===== src/rtl/dmem_arbiter.sv =====
// Two-port data memory arbiter: core port has priority, debug/loader port
// is guaranteed service after STARVE_LIMIT consecutive waiting cycles.
// Grants and memory strobes are combinational; read responses and range
// errors are returned one cycle after the grant.
module dmem_arbiter #(
  parameter int DW             = 32,
  parameter int MEM_SIZE_IN_KB = 1,
  parameter int STARVE_LIMIT   = 4
) (
  input  logic          clk_i,
  input  logic          rst_i,
  // core port
  input  logic          core_req_i,
  input  logic          core_we_i,
  input  logic [DW-1:0] core_addr_i,
  input  logic [DW-1:0] core_wdata_i,
  input  logic [3:0]    core_mask_i,
  output logic          core_gnt_o,
  output logic          core_rvalid_o,
  output logic [DW-1:0] core_rdata_o,
  output logic          core_err_o,
  // debug / loader port
  input  logic          dbg_req_i,
  input  logic          dbg_we_i,
  input  logic [DW-1:0] dbg_addr_i,
  input  logic [DW-1:0] dbg_wdata_i,
  input  logic [3:0]    dbg_mask_i,
  output logic          dbg_gnt_o,
  output logic          dbg_rvalid_o,
  output logic [DW-1:0] dbg_rdata_o,
  output logic          dbg_err_o,
  // pipeline stall
  output logic          stall_o,
  // memory side
  output logic          mem_en_o,
  output logic          mem_we_o,
  output logic [DW-1:0] mem_addr_o,
  output logic [DW-1:0] mem_wdata_o,
  output logic [3:0]    mem_mask_o,
  input  logic [DW-1:0] mem_rdata_i
);

  localparam int            CW        = (STARVE_LIMIT > 0) ? $clog2(STARVE_LIMIT + 1) : 1;
  localparam logic [CW-1:0] LIMIT     = CW'(STARVE_LIMIT);
  localparam logic [DW-1:0] MEM_BYTES = DW'(MEM_SIZE_IN_KB * 1024);

  typedef struct packed {
    logic          we;
    logic [DW-1:0] addr;
    logic [DW-1:0] wdata;
    logic [3:0]    mask;
  } req_t;

  typedef enum logic [1:0] {IDLE, RESP_CORE, RESP_DBG} state_t;

  state_t        state_q;
  logic [CW-1:0] starve_q;
  logic          core_err_q, dbg_err_q;
  logic          dbg_win, gnt_any, in_range;
  req_t          sel;

  // Arbitration: debug wins only when core is idle or debug has starved.
  always_comb begin
    dbg_win    = dbg_req_i & (~core_req_i | (starve_q == LIMIT));
    core_gnt_o = ~rst_i & core_req_i & ~dbg_win;
    dbg_gnt_o  = ~rst_i & dbg_win;
    stall_o    = ~rst_i & core_req_i & ~core_gnt_o;
    gnt_any    = core_gnt_o | dbg_gnt_o;
    sel        = dbg_gnt_o ? req_t'{dbg_we_i, dbg_addr_i, dbg_wdata_i, dbg_mask_i}
                           : req_t'{core_we_i, core_addr_i, core_wdata_i, core_mask_i};
    in_range   = sel.addr < MEM_BYTES;
  end

  // Memory strobe: forward the granted request only when it hits memory;
  // everything is held at zero otherwise so no stray write can occur.
  always_comb begin
    mem_en_o    = 1'b0;
    mem_we_o    = 1'b0;
    mem_addr_o  = '0;
    mem_wdata_o = '0;
    mem_mask_o  = '0;
    if (gnt_any && in_range) begin
      mem_en_o    = 1'b1;
      mem_we_o    = sel.we;
      mem_addr_o  = sel.addr;
      mem_wdata_o = sel.wdata;
      mem_mask_o  = sel.mask;
    end
  end

  // Starve counter: counts cycles debug waits, cleared once it is served or gives up.
  always_ff @(posedge clk_i) begin
    if (rst_i)                         starve_q <= '0;
    else if (!dbg_req_i || dbg_gnt_o)  starve_q <= '0;
    else if (starve_q != LIMIT)        starve_q <= starve_q + CW'(1);
  end

  // Response FSM plus registered range-error flags, one cycle after grant.
  always_ff @(posedge clk_i) begin
    if (rst_i) begin
      state_q    <= IDLE;
      core_err_q <= 1'b0;
      dbg_err_q  <= 1'b0;
    end else begin
      if (core_gnt_o && !core_we_i && in_range)     state_q <= RESP_CORE;
      else if (dbg_gnt_o && !dbg_we_i && in_range)  state_q <= RESP_DBG;
      else                                          state_q <= IDLE;
      core_err_q <= core_gnt_o & ~in_range;
      dbg_err_q  <= dbg_gnt_o & ~in_range;
    end
  end

  // Response delivery; gated by reset so a pending read is dropped immediately.
  always_comb begin
    core_rvalid_o = ~rst_i & (state_q == RESP_CORE);
    dbg_rvalid_o  = ~rst_i & (state_q == RESP_DBG);
    core_rdata_o  = core_rvalid_o ? mem_rdata_i : '0;
    dbg_rdata_o   = dbg_rvalid_o  ? mem_rdata_i : '0;
    core_err_o    = ~rst_i & core_err_q;
    dbg_err_o     = ~rst_i & dbg_err_q;
  end

endmodule

===== config.mk =====
export PLATFORM = sky130hd
export DESIGN_NAME = dmem_arbiter
export DESIGN_NICKNAME = d
export VERILOG_FILES = /design/src/rtl/dmem_arbiter.sv
export SDC_FILE = /design/constraint.sdc
export NUM_CORES = 1
export LEC_CHECK = 0
export CAP_MARGIN = 20
export CORE_AREA = 10 10 114 116
export DETAILED_ROUTE_END_ITERATION = 10
export DIE_AREA = 0 0 124 126
export PLACE_DENSITY = 0.71
export SLEW_MARGIN = 20
export SYNTH_ARGS = -nofsm -noshare
export SYNTH_HDL_FRONTEND = slang
export SYNTH_SLANG_ARGS = --single-unit

===== constraint.sdc =====
create_clock -name clk_i -period 4.8 [get_ports clk_i]
set_input_delay 0.72 -clock clk_i [delete_from_list [all_inputs] [get_ports clk_i]]
set_output_delay 0.72 -clock clk_i [all_outputs]
set_load 0.01 [all_outputs]

Word-level counts from Yosys, hierarchy flattened
Cells that the tools add are included.
{"block": "word_totals", "elab_cells": 50, "out_inout_bits": 141, "ff_bits": 7, "input_bits": 174}
{"block": "classes", "n_reduce_logical": 11, "eq_ne": 4, "n_mux": 10, "bitwise": 18, "magnitude_cmp": 1, "addsub": 1}
{"operator": "2-to-1 mux 32 bit", "count": 4}
{"operator": "2-to-1 mux 69 bit", "count": 1}
{"operator": "less-than comparator 32 x 11 -> 1 bit (second input constant)", "count": 1}
{"operator": "bitwise AND 1 bit", "count": 11}
{"operator": "logical AND 1 bit", "count": 5}
{"operator": "NOT 1 bit", "count": 5}
{"operator": "2-to-1 mux 4 bit", "count": 1}
{"operator": "OR reduction 2 bit", "count": 2}
{"operator": "adder 3 x 1 -> 3 bit (second input constant)", "count": 1}
{"operator": "== test 3 bit (second input constant)", "count": 1}
{"operator": "logical NOT 1 bit", "count": 3}
{"operator": "2-to-1 mux 1 bit", "count": 3}
{"operator": "inequality test 3 bit (second input constant)", "count": 1}
{"operator": "== test 2 x 1 -> 1 bit (second input constant)", "count": 1}
{"operator": "== test 2 bit (second input constant)", "count": 1}
{"operator": "2-to-1 mux 2 bit", "count": 1}
{"operator": "OR 1 bit", "count": 2}
{"operator": "logical OR 1 bit", "count": 1}

Longest topological paths before layout
{"block": "logic_depth", "ltp_word": 9, "depth_mapped": 8, "ltp_nobuf": 6}

Worst setup path before layout
No wires, ideal clock.
{"block": "synth_timing", "kind": "input -> output", "start": "input port dbg_addr_i[30]", "end": "output port mem_wdata_o[10]", "arrival_ns": 2.138, "cell_stages": 5, "path_slack_ns": 1.942, "n_path_buf": 1, "required_time_ns": 4.080, "cell_sequence": "or4_4 > nor4_4 > o21ai_2 > clkbuf_1 > nor3_1"}
{"block": "synth_via", "elab_chain_cells": 4}
{"element": "start, declared", "line": "25", "source": "input logic [DW-1:0] dbg_addr_i,"}
{"element": "2-to-1 mux 69 bit", "line": "69", "source": "sel = dbg_gnt_o ? req_t'{dbg_we_i, dbg_addr_i, dbg_wdata_i, dbg_mask_i}"}
{"element": "less-than comparator 32 x 11 -> 1 bit", "line": "71", "source": "in_range = sel.addr < MEM_BYTES;"}
{"element": "logical AND 1 bit", "line": "82", "source": "if (gnt_any && in_range) begin"}
{"element": "2-to-1 mux 32 bit", "line": "82"}
{"element": "end, declared", "line": "38", "source": "output logic [DW-1:0] mem_wdata_o,"}
Every way passes these cells.

Worst setup path in the final report
{"block": "layout_timing", "start": "input port rst_i", "end": "output port mem_wdata_o[18]"}
{"block": "layout_via", "elab_chain_cells": 6, "word_cells_on_any_way": 9, "classes_between": "1 x order compare; 2 x mux; 5 x bitwise; 1 x reduce/logical"}
{"element": "start, declared", "line": "11", "source": "input logic rst_i,"}
{"element": "NOT 1 bit (*)", "line": "65, 66"}
{"element": "bitwise AND 1 bit (on tied branches)", "line": "66, 65"}
{"element": "2-to-1 mux 69 bit or bitwise AND 1 bit (tied branches)", "line": "69, 65"}
{"element": "less-than comparator 32 x 11 -> 1 bit or OR 1 bit (tied branches)", "line": "71, 68"}
{"element": "logical AND 1 bit", "line": "82"}
{"element": "2-to-1 mux 32 bit (*)", "line": "82"}
Every way passes the cells marked *; elsewhere a longest branch is shown, timed or not.

==> flow_metrics.py <==
metrics = {
    "cells_and_area": {
        "final_cell_mix": "292 x clkdlybuf4s50_1, 65 x and2_1, 48 x mux2i_1, 29 x nor3_1, 22 x conb_1",
        "final_common_cell": "clkdlybuf4s50_1",
        "syn2layout_area_growth_pct": 154,
        "insertedDiodeCount": 0,
        "seqCellArea_um2": 140,
        "stdcell_area_um2": 5010,
        "drive_gt1_share_pct": 6.88,
        "final_nets": 715,
        "multi_input_area_um2": 1660,
        "fillers": 1050,
    },
    "placement": {
        "post-dp-hpwl_um": 10900,
        "port-buffer-count": 292,
        "gp_congestion": 0.833,
        "dpl_cell_area_um2": 4960,
    },
    "floorplan": {
        "dieArea_um2": 15600,
        "initial_utilization_pct": 18.4,
        "die_width_um": 124,
        "die_h_um": 126,
        "core_um2": 10700,
        "rows": 38,
        "io_pins": 315,
    },
    "clock_tree": {
        "cts_tree": "done",
        "clockBufferDepth": 2,
        "clock_sinks": 7,
        "clk_pin_slew_ps": 40,
        "clock_latency_ps": 230,
        "cts_resized": 0,
        "clockRootBuffer": "clkbuf_8",
        "numCtsBuffers": 3,
        "cts_hold_buf": 0,
        "htree_levels": 1,
        "cts_setup_buffers": 0,
    },
    "power_and_ir_drop": {
        "leakagePower_nw": 1.72,
        "power_switching_mw": 0.0838,
        "powerDensity_nw_per_um2": 69.4,
        "p_int_mw": 0.264,
        "total_power_mw": 0.348,
        "seqPwrFrac_pct": 17.3,
        "combPwrFrac_pct": 58.5,
        "peakVddDrop_v": 0.0000499,
        "switching_share_pct": 24.1,
        "clkPwrFrac_pct": 24.2,
    },
    "critical_path": {
        "crit_arrival_ps": 3290,
        "required_ps": 4080,
        "crit_buf_inv": 3,
        "cp-start-kind": "input pin",
        "crit_top_cell": "clkdlybuf4s50_1",
        "critPathMaxStageDelay_ps": 580,
        "end_kind": "output port",
        "critical_path_peak_fanout": 22,
        "path_class": "input pin to output port",
        "regToRegSetupSlack_ps": 2890,
        "cp_top_family": "buffers and inverters",
        "crit_path_top_delay_cell": "mux2i_4",
        "path_cells": "clkdlybuf4s50_1, nand2b_4, nor2_4, mux2i_4, buf_4, nor3_1, clkdlybuf4s50_1",
    },
    "detailed_routing": {
        "routed_via_density": 4.19,
        "ant_nets": 0,
        "drcViolationCount": 0,
        "drtIter0Drc": 47,
        "vias": 2842,
        "wl_um": 12200,
        "routedWlPerCell_um": 17.9,
        "first_pass_iters": 4,
    },
    "timing": {
        "clock_skew_ps": 4.69,
        "post-route-min-period_ps": 4010,
        "setup_violations": 0,
        "period_share_pct": 83.5,
        "worst_slew_pin_slew_ps": 799,
        "max_freq_mhz": 249,
        "slew-limit-headroom_pct": 46.7,
        "finalHoldViolations": 0,
        "slew_viol_final": 0,
        "rsz0062_at_grt": "false",
        "setup_tns_ps": 0,
    },
    "global_route": {
        "antenna_found_initial": 0,
        "grt_max_degree": 51,
        "overflow": 0,
        "grt_pass1_wl_um": 17200,
        "track_usage_pct": 13.7,
        "grt_pass1_vias": 2945,
    },
    "flow_run": {
        "drv_cap": 0,
    },
    "outcome": {
        "status": "finished clean",
    },
    "synth": {
        "synthCells": 258,
        "synth_area_per_cell_um2": 7.63,
        "synthDistinctLibCells": 33,
        "synth_area_um2": 1970,
        "ys_ff_latch": 7,
        "yosysSeqAreaShare_pct": 7.12,
        "ys.warnings.count": 0,
    },
    "worst_hold_path": {
        "hold_path.class": "flop to flop",
    },
}
[cell usage after synthesis]
library cell	number	share of area [%]
or4_1	1	0.38
nor3b_1	3	1.1
o211a_1	1	0.51
buf_1	4	0.76
nand2b_1	1	0.32
ha_1	2	1.3
nor4_4	1	1.1
and4_1	2	0.89
buf_2	3	0.76
nand3b_1	1	0.38
a21boi_0	1	0.38
nand2b_4	1	0.70
nand2_1	1	0.19
inv_1	3	0.57
o21ai_2	1	0.45
nor2b_1	2	0.64
a21oi_1	1	0.25
or4_4	1	0.57
and2_1	65	21
nor4_1	9	2.9
a21boi_2	1	0.57
a21o_1	1	0.38
conb_1	1	0.19
mux2i_1	49	25
nor2_1	9	1.7
dfxtp_1	7	7.1
nor2_4	1	0.57
clkbuf_1	11	2.1
nor3_2	19	9.7
nor3_1	29	7.4
buf_6	3	1.7
buf_4	22	8.4
and4b_1	1	0.51
[state kept, by name, indices dropped and copies added, names as in the netlist]
name and count:
core_err_q 1, dbg_err_q 1, starve_q 3, state_q 2
[per-stage QoR]
stage	util, %	worst slack, ps	cells	hold slack (ps)
after detailed placement	46.4	754	674	463
after floorplan	-	1940	279	431
final	46.8	792	678	470
after CTS	46.8	745	678	468
after global placement	46.4	786	674	445
after global routing	46.8	610	678	502
[cell type report]
cell class	count	area share [%]
clock buffers	4	0.900
inverters	3	0.225
multi-input cells	226	33.1
flip-flops and latches	7	2.80
well taps	140	3.50
repair buffers	298	59.5
[cell families after synthesis]
| family | synth area share [%] |
|---|---|
| other cells | 0.191 |
| buf+inv | 14.3 |
| simple gates | 49.6 |
| mux | 24.9 |
| fa+ha+maj | 1.27 |
| compound gates | 2.54 |
| flops | 7.12 |
[layer usage]
metal	vias up	share of wire, %	track usage [%]
met1	1228	35	13.5
met3	4	14	6.21
met2	194	51	26.0
li1	1416	-	-
met4	0	0.49	1.83
met5	-	0	0
[worst paths after layout]
check	from	to	cells after the start
worst max register to register	starve_q[0]$_SDFFE_PP0N_	state_q[1]$_SDFF_PP0_	6
worst min register to register	starve_q[0]$_SDFFE_PP0N_	starve_q[0]$_SDFFE_PP0N_	1
worst max-delay path	rst_i	mem_wdata_o[18]	7
worst min-delay path	starve_q[0]$_SDFFE_PP0N_	starve_q[0]$_SDFFE_PP0N_	1
[power groups by stage]
stage	Sequential, mW	Combinational [mW]	Clock (mW)
global placement	0.0611	0.200	0
finish	0.0602	0.203	0.0840
detailed placement	0.0611	0.203	0
global route	0.0603	0.217	0.0914
CTS	0.0602	0.204	0.0865
floorplan	0.0609	0.0625	0
Note: power is estimated with default switching activity, not from simulation.
